`config.mk`:
```
export PLATFORM = sky130hd
export DESIGN_NAME = ctl_seq
export DESIGN_NICKNAME = d
export VERILOG_FILES = /design/src/rtl/ctl_seq.sv
export SDC_FILE = /design/constraint.sdc
export NUM_CORES = 1
export LEC_CHECK = 0
export ABC_AREA = 1
export CORE_ASPECT_RATIO = 0.9
export CORE_UTILIZATION = 45
export DETAILED_ROUTE_END_ITERATION = 8
export PLACE_DENSITY = 0.87
export RECOVER_POWER = 25
export SLEW_MARGIN = 5
export SYNTH_ARGS = -nofsm -noshare
export SYNTH_HDL_FRONTEND = slang
export SYNTH_SLANG_ARGS = --single-unit
```
`constraint.sdc`:
```
create_clock -name clk -period 3.3 [get_ports clk]
set_input_delay 0.66 -clock clk [delete_from_list [all_inputs] [get_ports clk]]
set_output_delay 0.66 -clock clk [all_outputs]
set_load 0.03 [all_outputs]
```
`src/rtl/ctl_seq.sv`:
```
// Control sequencer: accepts ops over valid/ready and drives the register bank's write and read ports.
// Optional retire counter output is enabled by defining CTL_RETIRE_CNT_EN.
module ctl_seq #(
  parameter int OP_W   = 8,
  parameter int DATA_W = 64,
  parameter int SEL_W  = 6,
  parameter logic [OP_W-1:0] OP_NOP      = OP_W'(8'h00),
  parameter logic [OP_W-1:0] OP_LOAD_IMM = OP_W'(8'h01),
  parameter logic [OP_W-1:0] OP_MOV      = OP_W'(8'h02),
  parameter logic [OP_W-1:0] OP_CLR      = OP_W'(8'h03)
) (
  input  logic              clk,
  input  logic              rst_n,
  input  logic              op_valid,
  output logic              op_ready,
  input  logic [OP_W-1:0]   ctl_op,
  input  logic [SEL_W-1:0]  reg_sel,
  input  logic [SEL_W-1:0]  reg_src,
  input  logic [DATA_W-1:0] data_in,
  output logic              regbank_we,
  output logic [SEL_W-1:0]  regbank_sel,
  output logic [DATA_W-1:0] regbank_valout,
  output logic              regbank_re,
  output logic [SEL_W-1:0]  regbank_rsel,
  input  logic [DATA_W-1:0] regbank_rdata,
  output logic              busy,
  output logic              op_err,
`ifdef CTL_RETIRE_CNT_EN
  output logic [31:0]       retire_cnt,
`endif
  output logic [1:0]        state_dbg
);

  // Handshake: an op is accepted at a rising edge where op_valid && op_ready;
  // operands are captured at that edge and ignored at every other edge.
  typedef enum logic [1:0] {IDLE, RD, RWAIT, WR} state_t;

  state_t              state, state_d;
  logic                we_d, re_d, err_d, accept;
  logic [SEL_W-1:0]    sel_d, rsel_d, dest_q, dest_d;
  logic [DATA_W-1:0]   val_d;

  assign op_ready  = (state == IDLE) && rst_n;
  assign busy      = (state != IDLE);
  assign accept    = op_valid && op_ready;
  assign state_dbg = state;

  always_comb begin
    state_d = state;
    we_d    = 1'b0;
    re_d    = 1'b0;
    err_d   = 1'b0;
    sel_d   = regbank_sel;
    rsel_d  = regbank_rsel;
    val_d   = regbank_valout;
    dest_d  = dest_q;
    unique case (state)
      IDLE: begin
        if (accept) begin
          case (ctl_op)
            OP_NOP: ;
            OP_LOAD_IMM: begin
              sel_d   = reg_sel;
              val_d   = data_in;
              we_d    = 1'b1;
              state_d = WR;
            end
            OP_CLR: begin
              sel_d   = reg_sel;
              val_d   = '0;
              we_d    = 1'b1;
              state_d = WR;
            end
            OP_MOV: begin
              rsel_d  = reg_src;
              dest_d  = reg_sel;
              re_d    = 1'b1;
              state_d = RD;
            end
            default: err_d = 1'b1;
          endcase
        end
      end
      RD:    state_d = RWAIT;
      // The bank presents read data one cycle after it samples the read strobe.
      RWAIT: begin
        val_d   = regbank_rdata;
        sel_d   = dest_q;
        we_d    = 1'b1;
        state_d = WR;
      end
      WR:    state_d = IDLE;
      default: state_d = IDLE;
    endcase
  end

  always_ff @(posedge clk or negedge rst_n) begin
    if (!rst_n) begin
      state          <= IDLE;
      regbank_we     <= 1'b0;
      regbank_re     <= 1'b0;
      op_err         <= 1'b0;
      regbank_sel    <= '0;
      regbank_rsel   <= '0;
      regbank_valout <= '0;
      dest_q         <= '0;
    end else begin
      state          <= state_d;
      regbank_we     <= we_d;
      regbank_re     <= re_d;
      op_err         <= err_d;
      regbank_sel    <= sel_d;
      regbank_rsel   <= rsel_d;
      regbank_valout <= val_d;
      dest_q         <= dest_d;
    end
  end

`ifdef CTL_RETIRE_CNT_EN
  // Retires on the write-strobe deassert edge (WR->IDLE) and on NOP acceptance.
  always_ff @(posedge clk or negedge rst_n) begin
    if (!rst_n) begin
      retire_cnt <= '0;
    end else if ((state == WR) || (accept && (ctl_op == OP_NOP))) begin
      retire_cnt <= retire_cnt + 32'd1;
    end
  end
`endif

endmodule

```
==> results by group, run 1 <==
Clock network
  • Cts hold-fix bufs: 0
  • Clk sinks: 87
  • CTS resizes: 0
  • CTS Buf Count: 9
  • Post-CTS setup buffer count: 0
  • Root buffer cell: clkbuf_16
  • Clk buf depth: 2
  • Clock latency at the later pin of the worst-skew pair: 0.33 ns
  • Clock-pin slew on the worst setup and hold paths: 0.06 ns
  • CTS tree: yes
  • CTS H-tree depth: 3

Die
  • Die height: 101.8 um
  • Die X: 112.9 um
  • Core ar.: 10,810 um2
  • # IOs: 234
  • Std-Cell Rows: 36
  • Initial Utilization: 46.04%
  • Die area: 11,490 um2

Placement
  • DP Worst Slack: 0.8536 ns
  • Half-perimeter wire length after placement: 9.862 mm
  • Number of port buffers: 233
  • Placer Congestion: 0.8337

Detailed routing
  • Residual DRC: 0
  • 1st-iter DRT viols: 208
  • Routed len/inst: 12.37 um
  • Drt total wl: 13.65 mm
  • TritonRoute pass-1 iters: 4
  • Vias per cell: 4.637
  • Vias: 5,119
  • Antenna viol nets, final: 0

STA
  • Minimum clock period: 2.682 ns
  • PnR worst setup slack: 0.6183 ns
  • TNS Setup: 0 ns
  • Final period util: 81.26%
  • # setup viols final: 0
  • Slew margin rel.: -15.47%
  • Final Hold Vio Count: 0
  • FMAX: 0.3729 GHz
  • RSZ-0062 raised after global routing: no
  • Measured slew at the worst slew-check pin: 1.732 ns
  • Clock skew: 0.006083 ns
  • Pins Over Slew Limit: 73

Pwr
  • Switching Share: 46.87%
  • Power Total: 7.090 mW
  • Clock power share: 14.9%
  • Worst IR Drop VDD: 0.5994 mV
  • Sequential share of power: 24.9%
  • Internal: 3.767 mW
  • Switch Pwr: 3.323 mW
  • Leak Pwr: 4.064 nW
  • Pwr/cell area: 932.9 nW/um2
  • Share of total power in combinational logic: 60.2%

Yosys
  • Area of the mapped netlist: 4977 um2
  • Flops & latches, synth: 87
  • Yosys warnings: 0
  • Syn Nets: 910
  • Post-synth top area share: 43.74%
  • Post-synth EDFFs: 0
  • Synth top cells by count: 366 x nand2_1, 87 x dfrtp_1, 82 x inv_1
  • Post-synth ARST share: 100.0%
  • Sequential element share of the synthesized area: 43.74%
  • Mapped Avg Cell Area: 6.575 um2
  • Cells after Synth: 757
  • Distinct cell type count after synthesis: 22
  • Synth Flop Type: dfrtp_1
  • Ranking of synthesized cells by area: dfrtp_1 44%, nand2_1 28%, nand3_1 6.7%
  • Cell taking the most area after synthesis: dfrtp_1
  • Most frequent cell after synthesis: nand2_1

GRT
  • Largest net degree at the start of global routing: 73
  • First-pass GRT wire length: 21.71 mm
  • Overall routing resource usage: 23.91%
  • GR Overflow Total: 0
  • Vias in the first global route: 4,652
  • Initial antenna violation count: 1

Outcome
  • Failing checks: max-capacitance violations, max-slew violations
  • Status: complete, but fails checks

Hold path
  • Hold WC Path Type: in2async

Cells and area
  • Register area: 2177 um2
  • Fin util: 70.30%
  • Fin nets: 1,118
  • # fillers: 896
  • Area grow syn2layout: 52.69%
  • Area taken by multi-input logic gates: 2226 um2
  • Layout cells sized above 1: 3.814%

Worst setup path
  • Required @ worst endpoint: 2.64 ns
  • Crit path DAT: 2.02 ns
  • Startpoint Class: flip-flop
  • Worst setup EP type: primary output
  • CP max FO: 6
  • Critical path class: reg2out
  • Reg2Reg Depth: 9

Run
  • Max Cap Viol: 1
path summary, 6_finish.rpt:
path                                                 from                              to  slack (ns)
min                                                 rst_n  regbank_valout[33]$_DFFE_PN0P_        0.20
max in group asynchronous                           rst_n   regbank_valout[1]$_DFFE_PN0P_        1.15
max                              state_dbg[0]$_DFFE_PN0P_                        op_ready        0.62
min reg2reg                regbank_valout[47]$_DFFE_PN0P_  regbank_valout[47]$_DFFE_PN0P_        0.48
max reg2reg                      state_dbg[0]$_DFFE_PN0P_  regbank_valout[38]$_DFFE_PN0P_        1.18
min in group clk           regbank_valout[47]$_DFFE_PN0P_  regbank_valout[47]$_DFFE_PN0P_        0.48
power groups by stage:
stage | clock, mW | combinational [mW] | sequential (mW)
4_1_cts | 1.08 | 4.31 | 1.76
3_5_place_dp | 0 | 4.30 | 1.77
6_report | 1.05 | 4.27 | 1.77
5_1_grt | 1.13 | 4.70 | 1.81
2_1_floorplan | 0 | 2.05 | 2.60
3_3_place_gp | 0 | 4.21 | 1.76
kinds of logic (layout without fill, tap and decap cells):
group           count (synthesis)  after routing  synth area share, %
fa+ha+maj                       2              2               0.5027
simple gates                  513            513                40.93
compound gates                 25             25                2.640
other cells                     0              1                    0
flops                          87             87                43.74
buf+inv                       129            342                11.99
mux                             1              1               0.2011
placed cells by master (no fill, tap or decap), types with 2 or more instances in the layout:
cell type | Yosys | layout
nand2_1 | 366 | 365
clkdlybuf4s50_1 | 0 | 232
dfrtp_1 | 87 | 87
inv_1 | 82 | 82
nor2_1 | 71 | 70
nand3_1 | 67 | 67
o21ai_0 | 23 | 23
buf_4 | 9 | 10
clkbuf_16 | 0 | 9
nand2_2 | 3 | 4
nor2_4 | 1 | 2
clkinvlp_4 | 0 | 2
clkinv_2 | 0 | 2
bufinv_16 | 0 | 2
worst max-delay path, stage by stage, from the launching register on:
cell and delay (ns):
dfrtp_1 0.40, inv_1 0.14, ha_1 0.31, nand2_1 0.08, inv_1 0.08, clkdlybuf4s50_1 0.68
layout make-up:
type | count | share of cell area (%)
clock buffer | 10 | 3.013
tap | 133 | 2.190
timing repair buffer | 243 | 31.61
inverter | 83 | 4.099
clock inverter | 6 | 1.120
antenna | 1 | 0.03293
sequential | 87 | 28.65
multi-input combinational | 541 | 29.29
routing by layer:
layer / share of wire, % / up-vias / global-route usage [%]
met2: 46 / 190 / 40.41
met4: 2.0 / 0 / 9.312
li1: - / 2680 / -
met1: 43 / 2223 / 28.85
met5: 0 / - / 0
met3: 8.8 / 26 / 7.481
through the flow:
step | hold slack (ns) | area, um2 | std cells
6_report | 0.2012 | 7600 | 1104
3_3_place_gp | 0.4606 | 7286 | 1087
4_1_cts | 0.1988 | 7600 | 1103
5_1_grt | 0.2040 | 7597 | 1103
2_1_floorplan | 0.3644 | 4977 | 757
3_5_place_dp | 0.4639 | 7286 | 1087
flip-flops by register name, summed over array words and instances (netlist names):
register,count
regbank_rsel,6
state_dbg,2
regbank_we,1
dest_q,6
regbank_re,1
regbank_valout,64
regbank_sel,6
op_err,1
No activity file was read; power rests on OpenSTA's default activity.
==> run 2: changes to the inputs <==
--- a/config.mk
+++ b/config.mk
@@ -7,9 +7,9 @@
 export LEC_CHECK = 0
 export ABC_AREA = 1
 export CORE_ASPECT_RATIO = 0.9
-export CORE_UTILIZATION = 45
+export CORE_UTILIZATION = 38
 export DETAILED_ROUTE_END_ITERATION = 8
-export PLACE_DENSITY = 0.87
+export PLACE_DENSITY = 0.78
 export RECOVER_POWER = 25
 export SLEW_MARGIN = 5
 export SYNTH_ARGS = -nofsm -noshare
==> constraint.sdc (replaced) <==
create_clock -name clk -period 2.2 [get_ports clk]
set_input_delay 0.44 -clock clk [delete_from_list [all_inputs] [get_ports clk]]
set_output_delay 0.44 -clock clk [all_outputs]
set_load 0.03 [all_outputs]
==> run 2 against run 1 <==
Effect of this change:
- the run now ends clean
- via count fell by 1.1%
- clock skew rose by 0.0027 ns
- worst setup slack got worse by 0.43 ns
- combinational power rose by 51%
- worst hold slack improved by 0.28 ns
- clock power rose by 56%
- largest cell class unchanged
==> results by group, run 2 (synthesis results as in run 1) <==
Outcome
  • Status: completed

Cells and area
  • Area grow syn2layout: 55.00%
  • Largest register FFs: 64 (unchanged)
  • Leading cell type in the layout, fill and taps excluded: nand2_1
  • ANT cells: 0 (-1)
  • Fin util: 60.58% (-9.7 points)
  • Largest Register: regbank_valout
  • Layout cells sized above 1: 3.913% (+0.099 points)
  • Commonest non-fill, non-tap cells in the layout: 365 x nand2_1, 230 x clkdlybuf4s50_1, 87 x dfrtp_1
  • # fillers: 1,166 (+30%)
  • Fin nets: 1,119 (+0.089%)

Worst setup path
  • Critical path class: reg2out
  • Startpoint Class: flip-flop
  • Crit path DAT: 1.57 ns (-0.45 ns)
  • Required @ worst endpoint: 1.76 ns (-0.88 ns)
  • CP max FO: 6 (unchanged)
  • Worst setup EP type: primary output
  • Reg2Reg Depth: 8 (-1)

Hold path
  • Hold WC Path Type: reg2reg
  • Hold Path Depth: 2

GRT
  • GR Overflow Total: 0 (unchanged)
  • First-pass GRT wire length: 21.69 mm (about the same)
  • Vias in the first global route: 4,561 (-2.0%)
  • Overall routing resource usage: 20.17% (-3.7 points)
  • Largest net degree at the start of global routing: 93 (+27%)
  • Initial antenna violation count: 0 (-1)

Pwr
  • Pwr/cell area: 1391 nW/um2 (+49%)
  • Share of total power in combinational logic: 60.1% (about the same)
  • Internal: 5.731 mW (+52%)
  • Leak Pwr: 4.103 nW (+0.96%)
  • Worst IR Drop VDD: 1.065 mV (+78%)
  • Switch Pwr: 5.003 mW (+51%)
  • Switching Share: 46.61% (-0.26 points)
  • Clock power share: 15.3% (+0.4 points)
  • Sequential share of power: 24.6% (-0.3 points)

STA
  • Final period util: 91.53%
  • # setup viols final: 0 (unchanged)
  • RSZ-0062 raised after global routing: no
  • Minimum clock period: 2.014 ns
  • TNS Setup: 0 ns (unchanged)
  • Clock skew: 0.008812 ns (+0.002729 ns)
  • Slew margin rel.: 32.56% (+48 points)
  • Measured slew at the worst slew-check pin: 1.012 ns (-0.7204 ns)
  • Final Hold Vio Count: 0 (unchanged)
  • Pins Over Slew Limit: 0 (-100%)
  • FMAX: 0.4966 GHz
  • Worst hold slack: 0.4785 ns (+0.2773 ns)

Clock network
  • Clk buf depth: 2 (unchanged)
  • CTS H-tree depth: 3 (unchanged)
  • Root buffer cell: clkbuf_16
  • Clock latency at the later pin of the worst-skew pair: 0.33 ns (about the same)
  • Clock-pin slew on the worst setup and hold paths: 0.07 ns (about the same)
  • Clk sinks: 87 (unchanged)
  • CTS Buf Count: 9 (unchanged)
  • CTS tree: yes

Detailed routing
  • 1st-iter DRT viols: 272 (+31%)
  • Vias per cell: 4.460 (-3.8%)
  • Drt total wl: 13.76 mm (+0.78%)
  • Routed len/inst: 12.12 um (-2.0%)
  • TritonRoute pass-1 iters: 4 (unchanged)
  • Vias: 5,062 (-1.1%)
  • Antenna viol nets, final: 0 (unchanged)
  • Residual DRC: 0 (unchanged)

Placement
  • Half-perimeter wire length after placement: 9.809 mm (-0.54%)
  • Placer Congestion: 0.8160 (-2.1%)
  • Number of port buffers: 233 (unchanged)

Die
  • Die area: 13,560 um2 (+18%)
  • Std-Cell Rows: 39 (+8.3%)
  • Core ar.: 12,740 um2 (+18%)
  • # IOs: 234 (unchanged)
  • Die X: 122.6 um (+8.7%)
  • Initial Utilization: 39.08% (-7.0 points)
  • Die height: 110.6 um (+8.7%)

Run
  • Max Cap Viol: 0 (-1)
-- run 2: cell types whose count changed in the layout (fill, tap and decap cells not counted), sizes merged --
cell | before | now
buf | 10 | 11
clkinv | 2 | 1
diode | 1 | 0
clkinvlp | 2 | 1
dlygate4sd3 | 0 | 1
inv | 83 | 85
dlygate4sd2 | 0 | 1
clkdlybuf4s50 | 232 | 230
-- run 2: routing by layer --
layer / share of wire [%] / track usage, % / vias to the layer above / routed length [um]
met5: 0 / 0 / - / 0
met4: 1.0 / 4.715 / 0 / 138
met3: 9.4 / 5.940 / 10 / 1296
met2: 45 / 33.15 / 179 / 6221
met1: 44 / 25.86 / 2197 / 6106
li1: - / - / 2676 / -
-- run 2: cell type report --
| cell class | instances | area (um2) | area share, % |
|---|---|---|---|
| Clock inverter | 6 | 92.59 | 1.200 |
| Clock buffer | 10 | 229.0 | 2.968 |
| Sequential cell | 87 | 2177 | 28.22 |
| Inverter | 83 | 311.5 | 4.038 |
| Multi-Input combinational cell | 541 | 2226 | 28.85 |
| Tap cell | 164 | 205.2 | 2.660 |
| Timing Repair Buffer | 244 | 2474 | 32.06 |
-- run 2: critical path: stages (launching register included) --
cell	delay (ns)
dfrtp_1	0.39
inv_1	0.12
ha_1	0.30
inv_2	0.07
dlygate4sd2_1	0.36
-- run 2: path summary, 6_finish.rpt --
| check | start | slack (ns) | to |
|---|---|---|---|
| min in group asynchronous | rst_n | 0.54 | regbank_we$_DFF_PN0_ |
| setup reg to reg | state_dbg[0]$_DFFE_PN0P_ | 0.30 | regbank_sel[4]$_DFFE_PN0P_ |
| setup / recovery | state_dbg[0]$_DFFE_PN0P_ | 0.19 | busy |
| hold reg to reg | regbank_valout[18]$_DFFE_PN0P_ | 0.48 | regbank_valout[18]$_DFFE_PN0P_ |
| max in group asynchronous | rst_n | 0.39 | regbank_sel[5]$_DFFE_PN0P_ |
| hold / removal | regbank_valout[18]$_DFFE_PN0P_ | 0.48 | regbank_valout[18]$_DFFE_PN0P_ |
-- run 2: through the flow --
stage               power, mW  instances  instance area (um2)  worst slack, ns
finish                  10.73       1135                 7715           0.1864
global route            11.56       1135                 7715          0.07623
CTS                     10.86       1135                 7727           0.1695
detailed placement      9.178       1118                 7397           0.1426
global placement        9.081       1118                 7397           0.2167
floorplan               6.968        757                 4977           0.3675
-- run 2: what timing repair did --
action | in CTS | in global routing
hold buffers | 1 | 0
resized for setup | 1 | 0
setup buffers | 0 | 0
endpoints found under the setup margin | 1 | 0
hold endpoints to repair | 11 | 0
-- run 2: power groups by stage --
| stage | clock network [mW] | registers (mW) | logic [mW] |
|---|---|---|---|
| 6_report | 1.64 | 2.64 | 6.46 |
| 4_1_cts | 1.69 | 2.64 | 6.53 |
| 3_3_place_gp | 0 | 2.65 | 6.43 |
| 3_5_place_dp | 0 | 2.65 | 6.53 |
| 2_1_floorplan | 0 | 3.89 | 3.07 |
| 5_1_grt | 1.75 | 2.72 | 7.09 |
